--- src/rtl/serial_adder32_if.sv ---
// serial_adder32_if
//   Request/response bundle for the nibble-serial add/subtract unit.
//   master : drives start/sub/a/b, observes busy/done/result and the flags.
//   slave  : the arithmetic unit itself.
//   Signals:
//     start    request strobe
//     sub      0 = a+b, 1 = a-b
//     a, b     operands (WIDTH bits)
//     busy     nibbles are being processed
//     done     one-cycle pulse, result and flags valid
//     result   sum/difference, held until the next accepted request
//     cout     final carry-out (1 = no borrow when subtracting)
//     overflow signed two's-complement overflow
//     zero     result == 0
interface serial_adder32_if #(
  parameter int WIDTH = 32
);
  logic             start;
  logic             sub;
  logic [WIDTH-1:0] a;
  logic [WIDTH-1:0] b;
  logic             busy;
  logic             done;
  logic [WIDTH-1:0] result;
  logic             cout;
  logic             overflow;
  logic             zero;

  modport master (
    output start, sub, a, b,
    input  busy, done, result, cout, overflow, zero
  );

  modport slave (
    input  start, sub, a, b,
    output busy, done, result, cout, overflow, zero
  );
endinterface

--- src/rtl/serial_adder32.sv ---
// serial_adder32
//   Multi-cycle WIDTH-bit add/subtract built on a single 4-bit ripple adder.
//   Operands are captured on an accepted start, then one nibble is added per
//   clock, LSB first, with the carry kept in a register between cycles.
//   WIDTH must be a multiple of 4 and at least 8.
//   Ports:
//     clk    system clock, rising edge
//     reset  synchronous active-high reset, wins over start
//     bus    serial_adder32_if.slave (start/sub/a/b in; busy/done/result/
//            cout/overflow/zero out, all registered)

// _4bit_adder
//   4-bit ripple-carry adder; the only arithmetic element of serial_adder32.
//   Ports: i_a, i_b nibbles, i_cin carry-in, o_sum nibble sum, o_cout carry-out.
module _4bit_adder (
  input  logic [3:0] i_a,
  input  logic [3:0] i_b,
  input  logic       i_cin,
  output logic [3:0] o_sum,
  output logic       o_cout
);
  logic [4:0] w_c;

  // Ripple the carry through the four bit positions.
  always_comb begin
    w_c    = 5'd0;
    w_c[0] = i_cin;
    o_sum  = 4'd0;
    for (int i = 0; i < 4; i++) begin
      o_sum[i]  = i_a[i] ^ i_b[i] ^ w_c[i];
      w_c[i+1]  = (i_a[i] & i_b[i]) | (w_c[i] & (i_a[i] ^ i_b[i]));
    end
    o_cout = w_c[4];
  end
endmodule

module serial_adder32 #(
  parameter int WIDTH = 32
) (
  input  logic                  clk,
  input  logic                  reset,
  serial_adder32_if.slave       bus
);
  localparam int NIB = WIDTH / 4;
  localparam int CW  = (NIB > 1) ? $clog2(NIB) : 1;

  typedef enum logic [1:0] {
    ST_IDLE = 2'd0,
    ST_RUN  = 2'd1,
    ST_DONE = 2'd2
  } state_t;

  state_t           r_state;
  logic [CW-1:0]    r_cnt;
  logic             r_carry;
  logic [WIDTH-1:0] r_opa;
  logic [WIDTH-1:0] r_opb;
  // Sign bits of A and of the (possibly inverted) B, kept for the overflow flag
  // because the operand registers are shifted away during RUN.
  logic             r_amsb;
  logic             r_bmsb;
  logic [WIDTH-1:0] r_result;
  logic             r_busy;
  logic             r_done;
  logic             r_cout;
  logic             r_overflow;
  logic             r_zero;

  logic [3:0]       w_sum;
  logic             w_cout;
  logic [WIDTH-1:0] w_next_result;
  logic             w_last;

  _4bit_adder u_add4 (
    .i_a    (r_opa[3:0]),
    .i_b    (r_opb[3:0]),
    .i_cin  (r_carry),
    .o_sum  (w_sum),
    .o_cout (w_cout)
  );

  // The new sum nibble enters at the top, so after NIB steps the first nibble
  // has reached bits [3:0].
  assign w_next_result = {w_sum, r_result[WIDTH-1:4]};
  assign w_last        = (r_cnt == CW'(NIB - 1));

  // Control FSM, operand/carry shifting and registered outputs.
  always_ff @(posedge clk) begin
    if (reset) begin
      r_state    <= ST_IDLE;
      r_cnt      <= '0;
      r_carry    <= 1'b0;
      r_opa      <= '0;
      r_opb      <= '0;
      r_amsb     <= 1'b0;
      r_bmsb     <= 1'b0;
      r_result   <= '0;
      r_busy     <= 1'b0;
      r_done     <= 1'b0;
      r_cout     <= 1'b0;
      r_overflow <= 1'b0;
      r_zero     <= 1'b0;
    end else begin
      r_done <= 1'b0;
      case (r_state)
        ST_IDLE, ST_DONE: begin
          if (bus.start) begin
            // Subtraction is A + ~B + 1: invert B here, the +1 is the carry-in.
            r_opa   <= bus.a;
            r_opb   <= bus.b ^ {WIDTH{bus.sub}};
            r_amsb  <= bus.a[WIDTH-1];
            r_bmsb  <= bus.b[WIDTH-1] ^ bus.sub;
            r_carry <= bus.sub;
            r_cnt   <= '0;
            r_busy  <= 1'b1;
            r_state <= ST_RUN;
          end else begin
            r_busy  <= 1'b0;
            r_state <= ST_IDLE;
          end
        end
        ST_RUN: begin
          r_opa    <= {4'd0, r_opa[WIDTH-1:4]};
          r_opb    <= {4'd0, r_opb[WIDTH-1:4]};
          r_result <= w_next_result;
          r_carry  <= w_cout;
          r_cnt    <= r_cnt + {{(CW-1){1'b0}}, 1'b1};
          if (w_last) begin
            r_state    <= ST_DONE;
            r_busy     <= 1'b0;
            r_done     <= 1'b1;
            r_cout     <= w_cout;
            r_zero     <= (w_next_result == '0);
            r_overflow <= (r_amsb == r_bmsb) & (w_next_result[WIDTH-1] != r_amsb);
          end else begin
            r_state <= ST_RUN;
            r_busy  <= 1'b1;
          end
        end
        default: begin
          r_state <= ST_IDLE;
          r_busy  <= 1'b0;
          r_cnt   <= '0;
        end
      endcase
    end
  end

  assign bus.busy     = r_busy;
  assign bus.done     = r_done;
  assign bus.result   = r_result;
  assign bus.cout     = r_cout;
  assign bus.overflow = r_overflow;
  assign bus.zero     = r_zero;
endmodule

--- src/flat_wrapper.sv ---
// flat-port wrapper written by rule: the top's interface ports become plain ports
module serial_adder32_flat 
#(
  parameter int WIDTH = 32
)
  (clk, reset, bus_start, bus_sub, bus_a, bus_b, bus_busy, bus_done, bus_result, bus_cout, bus_overflow, bus_zero);
  serial_adder32_if #(.WIDTH(WIDTH)) bus_i ();
  input  logic clk;
  input  logic reset;
  input wire logic [$bits(bus_i.start)-1:0] bus_start;
  input wire logic [$bits(bus_i.sub)-1:0] bus_sub;
  input wire logic [$bits(bus_i.a)-1:0] bus_a;
  input wire logic [$bits(bus_i.b)-1:0] bus_b;
  output wire logic [$bits(bus_i.busy)-1:0] bus_busy;
  output wire logic [$bits(bus_i.done)-1:0] bus_done;
  output wire logic [$bits(bus_i.result)-1:0] bus_result;
  output wire logic [$bits(bus_i.cout)-1:0] bus_cout;
  output wire logic [$bits(bus_i.overflow)-1:0] bus_overflow;
  output wire logic [$bits(bus_i.zero)-1:0] bus_zero;
  assign bus_i.start = bus_start;
  assign bus_i.sub = bus_sub;
  assign bus_i.a = bus_a;
  assign bus_i.b = bus_b;
  assign bus_busy = bus_i.busy;
  assign bus_done = bus_i.done;
  assign bus_result = bus_i.result;
  assign bus_cout = bus_i.cout;
  assign bus_overflow = bus_i.overflow;
  assign bus_zero = bus_i.zero;
  serial_adder32 #(.WIDTH(WIDTH)) u_core (.clk(clk), .reset(reset), .bus(bus_i));
endmodule
--- config.mk ---
export PLATFORM = sky130hd
export DESIGN_NAME = serial_adder32_flat
export DESIGN_NICKNAME = d
export VERILOG_FILES = /design/src/rtl/serial_adder32_if.sv /design/src/rtl/serial_adder32.sv /design/src/flat_wrapper.sv
export SDC_FILE = /design/constraint.sdc
export NUM_CORES = 1
export LEC_CHECK = 0
export BUFFER_PORTS_ARGS = -buffer_cell sky130_fd_sc_hd__buf_4
export CAP_MARGIN = 20
export CORE_ASPECT_RATIO = 1.1
export CORE_MARGIN = 2
export CORE_UTILIZATION = 49
export CTS_BUF_LIST = sky130_fd_sc_hd__clkbuf_4
export CTS_CLUSTER_DIAMETER = 100
export CTS_CLUSTER_SIZE = 16
export DETAILED_ROUTE_END_ITERATION = 10
export PLACE_DENSITY = 0.73
export SLEW_MARGIN = 0
export SYNTH_ARGS = -nofsm -noshare
export SYNTH_HDL_FRONTEND = slang
export SYNTH_SLANG_ARGS = --single-unit
--- constraint.sdc ---
create_clock -name clk -period 7.7 [get_ports clk]
set_input_delay 0 -clock clk [delete_from_list [all_inputs] [get_ports clk]]
set_output_delay 0 -clock clk [all_outputs]
set_load 0.005 [all_outputs]
Word level (Yosys, flattened, before mapping). Index checks and enable logic that the tools add are counted. W data, S select, Z words.

Bits in registers: 109. Output and inout port bits: 37. Bits of input ports: 68.

Mux-type cells: 15. Bitwise logic cells: 24. $add $sub $neg: 1. Eq/ne operators: 6. Reduce and logical (&&, ||, !) cells: 8.

Operator list (number): $pmux W32 S2 (2); $mux W32 (2); $logic_not A32 Y1 (1); $xor A32 B32 Y32 (1); $and A1 B1 Y1 (9); $xor A1 B1 Y1 (9); $pmux W3 S2 (1); $reduce_and A2 Y1 (3); $mux W1 (5); $or A1 B1 Y1 (4); $pmux W1 S2 (2); $pmux W2 S2 (1); $reduce_or A2 Y1 (2); $add A3 B1 Y3 const B (1); $eq A3 B3 Y1 const B (1); $mux W3 (1); $eq A2 B1 Y1 const B (1); $eq A2 B2 Y1 const B (1); $logic_not A2 Y1 (1); $mux W2 (1); $ne A2 B2 Y1 const B (1); $reduce_bool A2 Y1 (1); $eq A1 B1 Y1 (1); $ne A1 B1 Y1 (1); $not A1 Y1 (1).

Longest topological paths before layout.
Word-level depth: 10. Depth in mapped cells: 10. Mapped depth without buffers: 10.

Hierarchy. A second synthesis with hierarchy kept.

Cells, all modules: 539. Area total of the unflattened synthesis: 4628.2 sq um.

By module, submodules not included: serial_adder32 (instances 1, area an instance 4510.6 sq um, cells each 525, sequential area each 2162.1 sq um); _4bit_adder (instances 1, area an instance 117.6 sq um, cells each 14, sequential area each 0.0 sq um).

Worst setup path after synthesis. OpenSTA, ideal clock, no wires.

Path type: reg-to-reg. Start: reg u_core.r_opb[0]. End: reg u_core.r_zero, in the netlist u_core.bus.zero. Data required time: 7.599 ns. Cell stages (with the launch flop): 11. Path slack: 5.192 ns. Clock period less this slack: 2.508 ns. Arrival: 2.407 ns. Setup time: 0.101 ns. Path through: dfxtp_1 -> inv_1 -> fa_1 -> inv_1 -> fa_1 -> fa_1 -> inv_1 -> fa_1 -> nor4bb_1 -> nand4_1 -> o41ai_1.

Longest elaborated chain between the ends: 9. Elaborated cells between the ends (all ways): 13. Classes of those cells: bitwise (12); reduce/logical (1).

Ends and longest elaborated chain: start: declaration (line serial_adder32.sv:57) `logic [WIDTH-1:0] r_opb;`; start signal: assignment (line serial_adder32.sv:110) `r_opb <= bus.b ^ {WIDTH{bus.sub}};`; start signal: assignment (line serial_adder32.sv:124) `r_opb <= {4'd0, r_opb[WIDTH-1:4]};`; $xor A1 B1 Y1 (line serial_adder32.sv:30, serial_adder32.sv:31); $and A1 B1 Y1 (line serial_adder32.sv:31) `w_c[i+1] = (i_a[i] & i_b[i]) | (w_c[i] & (i_a[i] ^ i_b[i]));`; $or A1 B1 Y1 (line serial_adder32.sv:31); $and A1 B1 Y1 (line serial_adder32.sv:31); $or A1 B1 Y1 (line serial_adder32.sv:31); $and A1 B1 Y1 (line serial_adder32.sv:31); $or A1 B1 Y1 (line serial_adder32.sv:31); $xor A1 B1 Y1 (line serial_adder32.sv:30) `o_sum[i] = i_a[i] ^ i_b[i] ^ w_c[i];`; $logic_not A32 Y1 (*) (line serial_adder32.sv:133) `r_zero <= (w_next_result == '0);`; end signal: assignment (line serial_adder32.sv:133); end: declaration (line serial_adder32.sv:67) `logic r_zero;`.

Mark *: on every way between the ends. The rest lies on a longest branch, timed or not. A chain may end at the register's enable or synchronous reset.

Final worst setup path. Ends and elaborated chain as after synthesis.

==> run metrics <==
dpl hpwl 6.77 mm; io pins 105; Mean Syn Cell Area 8.64 sq um; # rows 37; Clock Sinks 108; syn_nets between 600 and 700; Slew Limit Fails 0; root buf cell clkbuf_4; first-pass GRT wire length a little under 20 mm; WL/cell between 15 and 20 microns; Power Dens Cells 181 mW/mm^2; area of the multi-input gates ~0.0022 sq mm; area grow syn2layout 31.9%; hold crit path type input pin to register; vias per cell 5.65; Util after Layout 65.9%; Worst-path clk slew 170 ps; Design Power 1.10 mW; RSZ-0062 raised after global routing no; Main synth FF type dfxtp_1; Core Box Area 0.00926 sq mm; Die X between 90 and 100 microns; initial antenna violation count 0; antenna viol nets, final 0; Peak supply drop ~0.12 mV; Final period util 36.8%; DRT Pass-1 Iters 6; worst-skew pair later-pin latency 450 ps; Critical Path Start Type register; GRT Total Usage between 20 and 25%; library cells used by synthesis 32; initial drt markers 280; vias in the first global route 4195; post-CTS setup buffer count 0; grt ovf 0; via count 4455; # nets final 740; Post-CTS Hold Buffers 65; Post-synth EDFFs 0; routed wire length 12.0 mm; Hold Fails Final Rpt 0; RePlAce Congestion 0.822; port bufs 104; Initial Util 50.0%; status finished, final reports clean; FF+latch count, synth 108; Storage cell area 0.00216 sq mm; ANT cells 0; YS warnings 0; die area 0.0102 sq mm; H-Tree Depth 3; Post-CTS Resized 0; CTS tree built; crit path kind register to register; Final Cell Area 0.00610 sq mm; Num CTS Buffers 9; Mapped Cells 536; largest net degree at the start of global routing 110; leak pwr 2.38 nW; critical path capture point type register; Slew HR 23.9%; Fin Hold WS between 100 and 150 ps; Setup TNS Final 0 ps; fmax ~0.35 GHz; layout cell share with drive strength beyond 1 ~19%; Cell Area, Synth 0.00463 sq mm; Placed Area 0.00530 sq mm; critical path fanouts, max 4; FFs w/ async S/R, synth 0%; DRC 0; Slew @ Worst Pin ~1100 ps; die height 106 microns; critical path data required time around 8000 ps; Tmin final ~2800 ps; Critical Path AT 3170 ps; sequential fraction of the synthesis area 46.7%; Setup Viol. Count Final 0; Clock Skew approximately 16 ps; CTS max path bufs 2; Max Cap Viol 0; Fill cells 766
[final timing paths]
path                             start  cells after the start                   end  slack (ps)
setup reg to reg       u_core.r_opb[0]                     10       u_core.bus.zero        4870
hold / removal                 bus_sub                      3        u_core.r_carry         120
setup / recovery       u_core.r_opb[0]                     10       u_core.bus.zero        4870
hold reg to reg   u_core.bus.result[2]                      2  u_core.bus.result[2]         470
[layout by cell type (no fill, tap or decap), types with 2 or more instances in the layout]
cell type	instances
nor3_1	3
buf_4	107
nor2_1	9
nor3b_1	2
inv_6	2
xor2_1	32
ha_1	2
a21oi_1	101
dfxtp_1	108
clkinv_4	2
a211oi_2	2
nand3_1	65
nor4_1	7
nand2_1	70
a22oi_1	56
nand3b_1	2
clkbuf_4	9
inv_1	7
fa_1	4
nand4_1	2
dlygate4sd3_1	65
[sequential cells by signal, summed over array words and instances (netlist names)]
signal               count
u_core.r_opa            32
u_core.r_state           2
u_core.r_amsb            1
u_core.bus.zero          1
u_core.bus.cout          1
u_core.r_carry           1
u_core.r_opb            32
u_core.r_cnt             3
u_core.bus.result       32
u_core.bus.done          1
u_core.r_bmsb            1
u_core.bus.overflow      1
[cell type report]
type	count	share of cell area, %
multi-input cells	368	35.5
flip-flops and latches	108	35.4
repair buffers	172	23.8
well taps	117	2.40
clock inverters	7	1.37
clock buffers	9	1.11
inverters	7	0.430
[metrics by stage]
stage / setup slack (ps) / instances
final: 4870 / 788
after CTS: 4880 / 788
after global routing: 4680 / 788
after floorplan: 5190 / 536
after global placement: 5100 / 707
after detailed placement: 4940 / 707
[power by group]
group / internal [mW] / switching, mW
clock: 0.105 / 0.197
sequential: 0.589 / 0.0202
combinational: 0.0900 / 0.101
[critical path, cell delays in order, from the launching register on]
cell and delay, ps:
dfxtp_1 370, inv_1 60, fa_1 410, inv_1 100, fa_1 200, fa_1 170
inv_1 50, fa_1 610, nor4bb_1 280, nand4_1 130, o41ai_1 350
[cell families (layout without fill, tap and decap cells)]
family,count (synthesis),count (layout),share of synthesized area [%]
muxes,1,1,0.216
buffers and inverters,60,195,6.95
DFF,108,108,46.7
AOI/OAI and AO/OA,163,163,21.3
and+or+nand+nor,166,166,16.5
xor gates and xnor gates,32,32,6.05
adders and majority gates,6,6,2.27
[synthesized netlist by cell type (2+ instances only)]
cell type	number	area, sq um
a211oi_2	2	25.0
a21oi_1	101	505
a22oi_1	56	420
buf_2	26	130
buf_4	4	30.0
buf_6	5	56.3
clkbuf_1	16	60.1
dfxtp_1	108	2160
fa_1	4	80.1
ha_1	2	25.0
inv_1	7	26.3
nand2_1	70	263
nand2b_1	2	12.5
nand3_1	65	325
nand3b_1	2	15.0
nand4_1	2	12.5
nor2_1	9	33.8
nor3_1	3	15.0
nor3b_1	2	15.0
nor4_1	7	43.8
xor2_1	32	280
[layer usage]
layer	global-route usage (%)	part of all wire [%]
met5	0	0
met4	9.05	2.5
met3	3.42	5.3
met2	38.3	49
met1	29.6	43
Power figures use the tool's default switching activity.
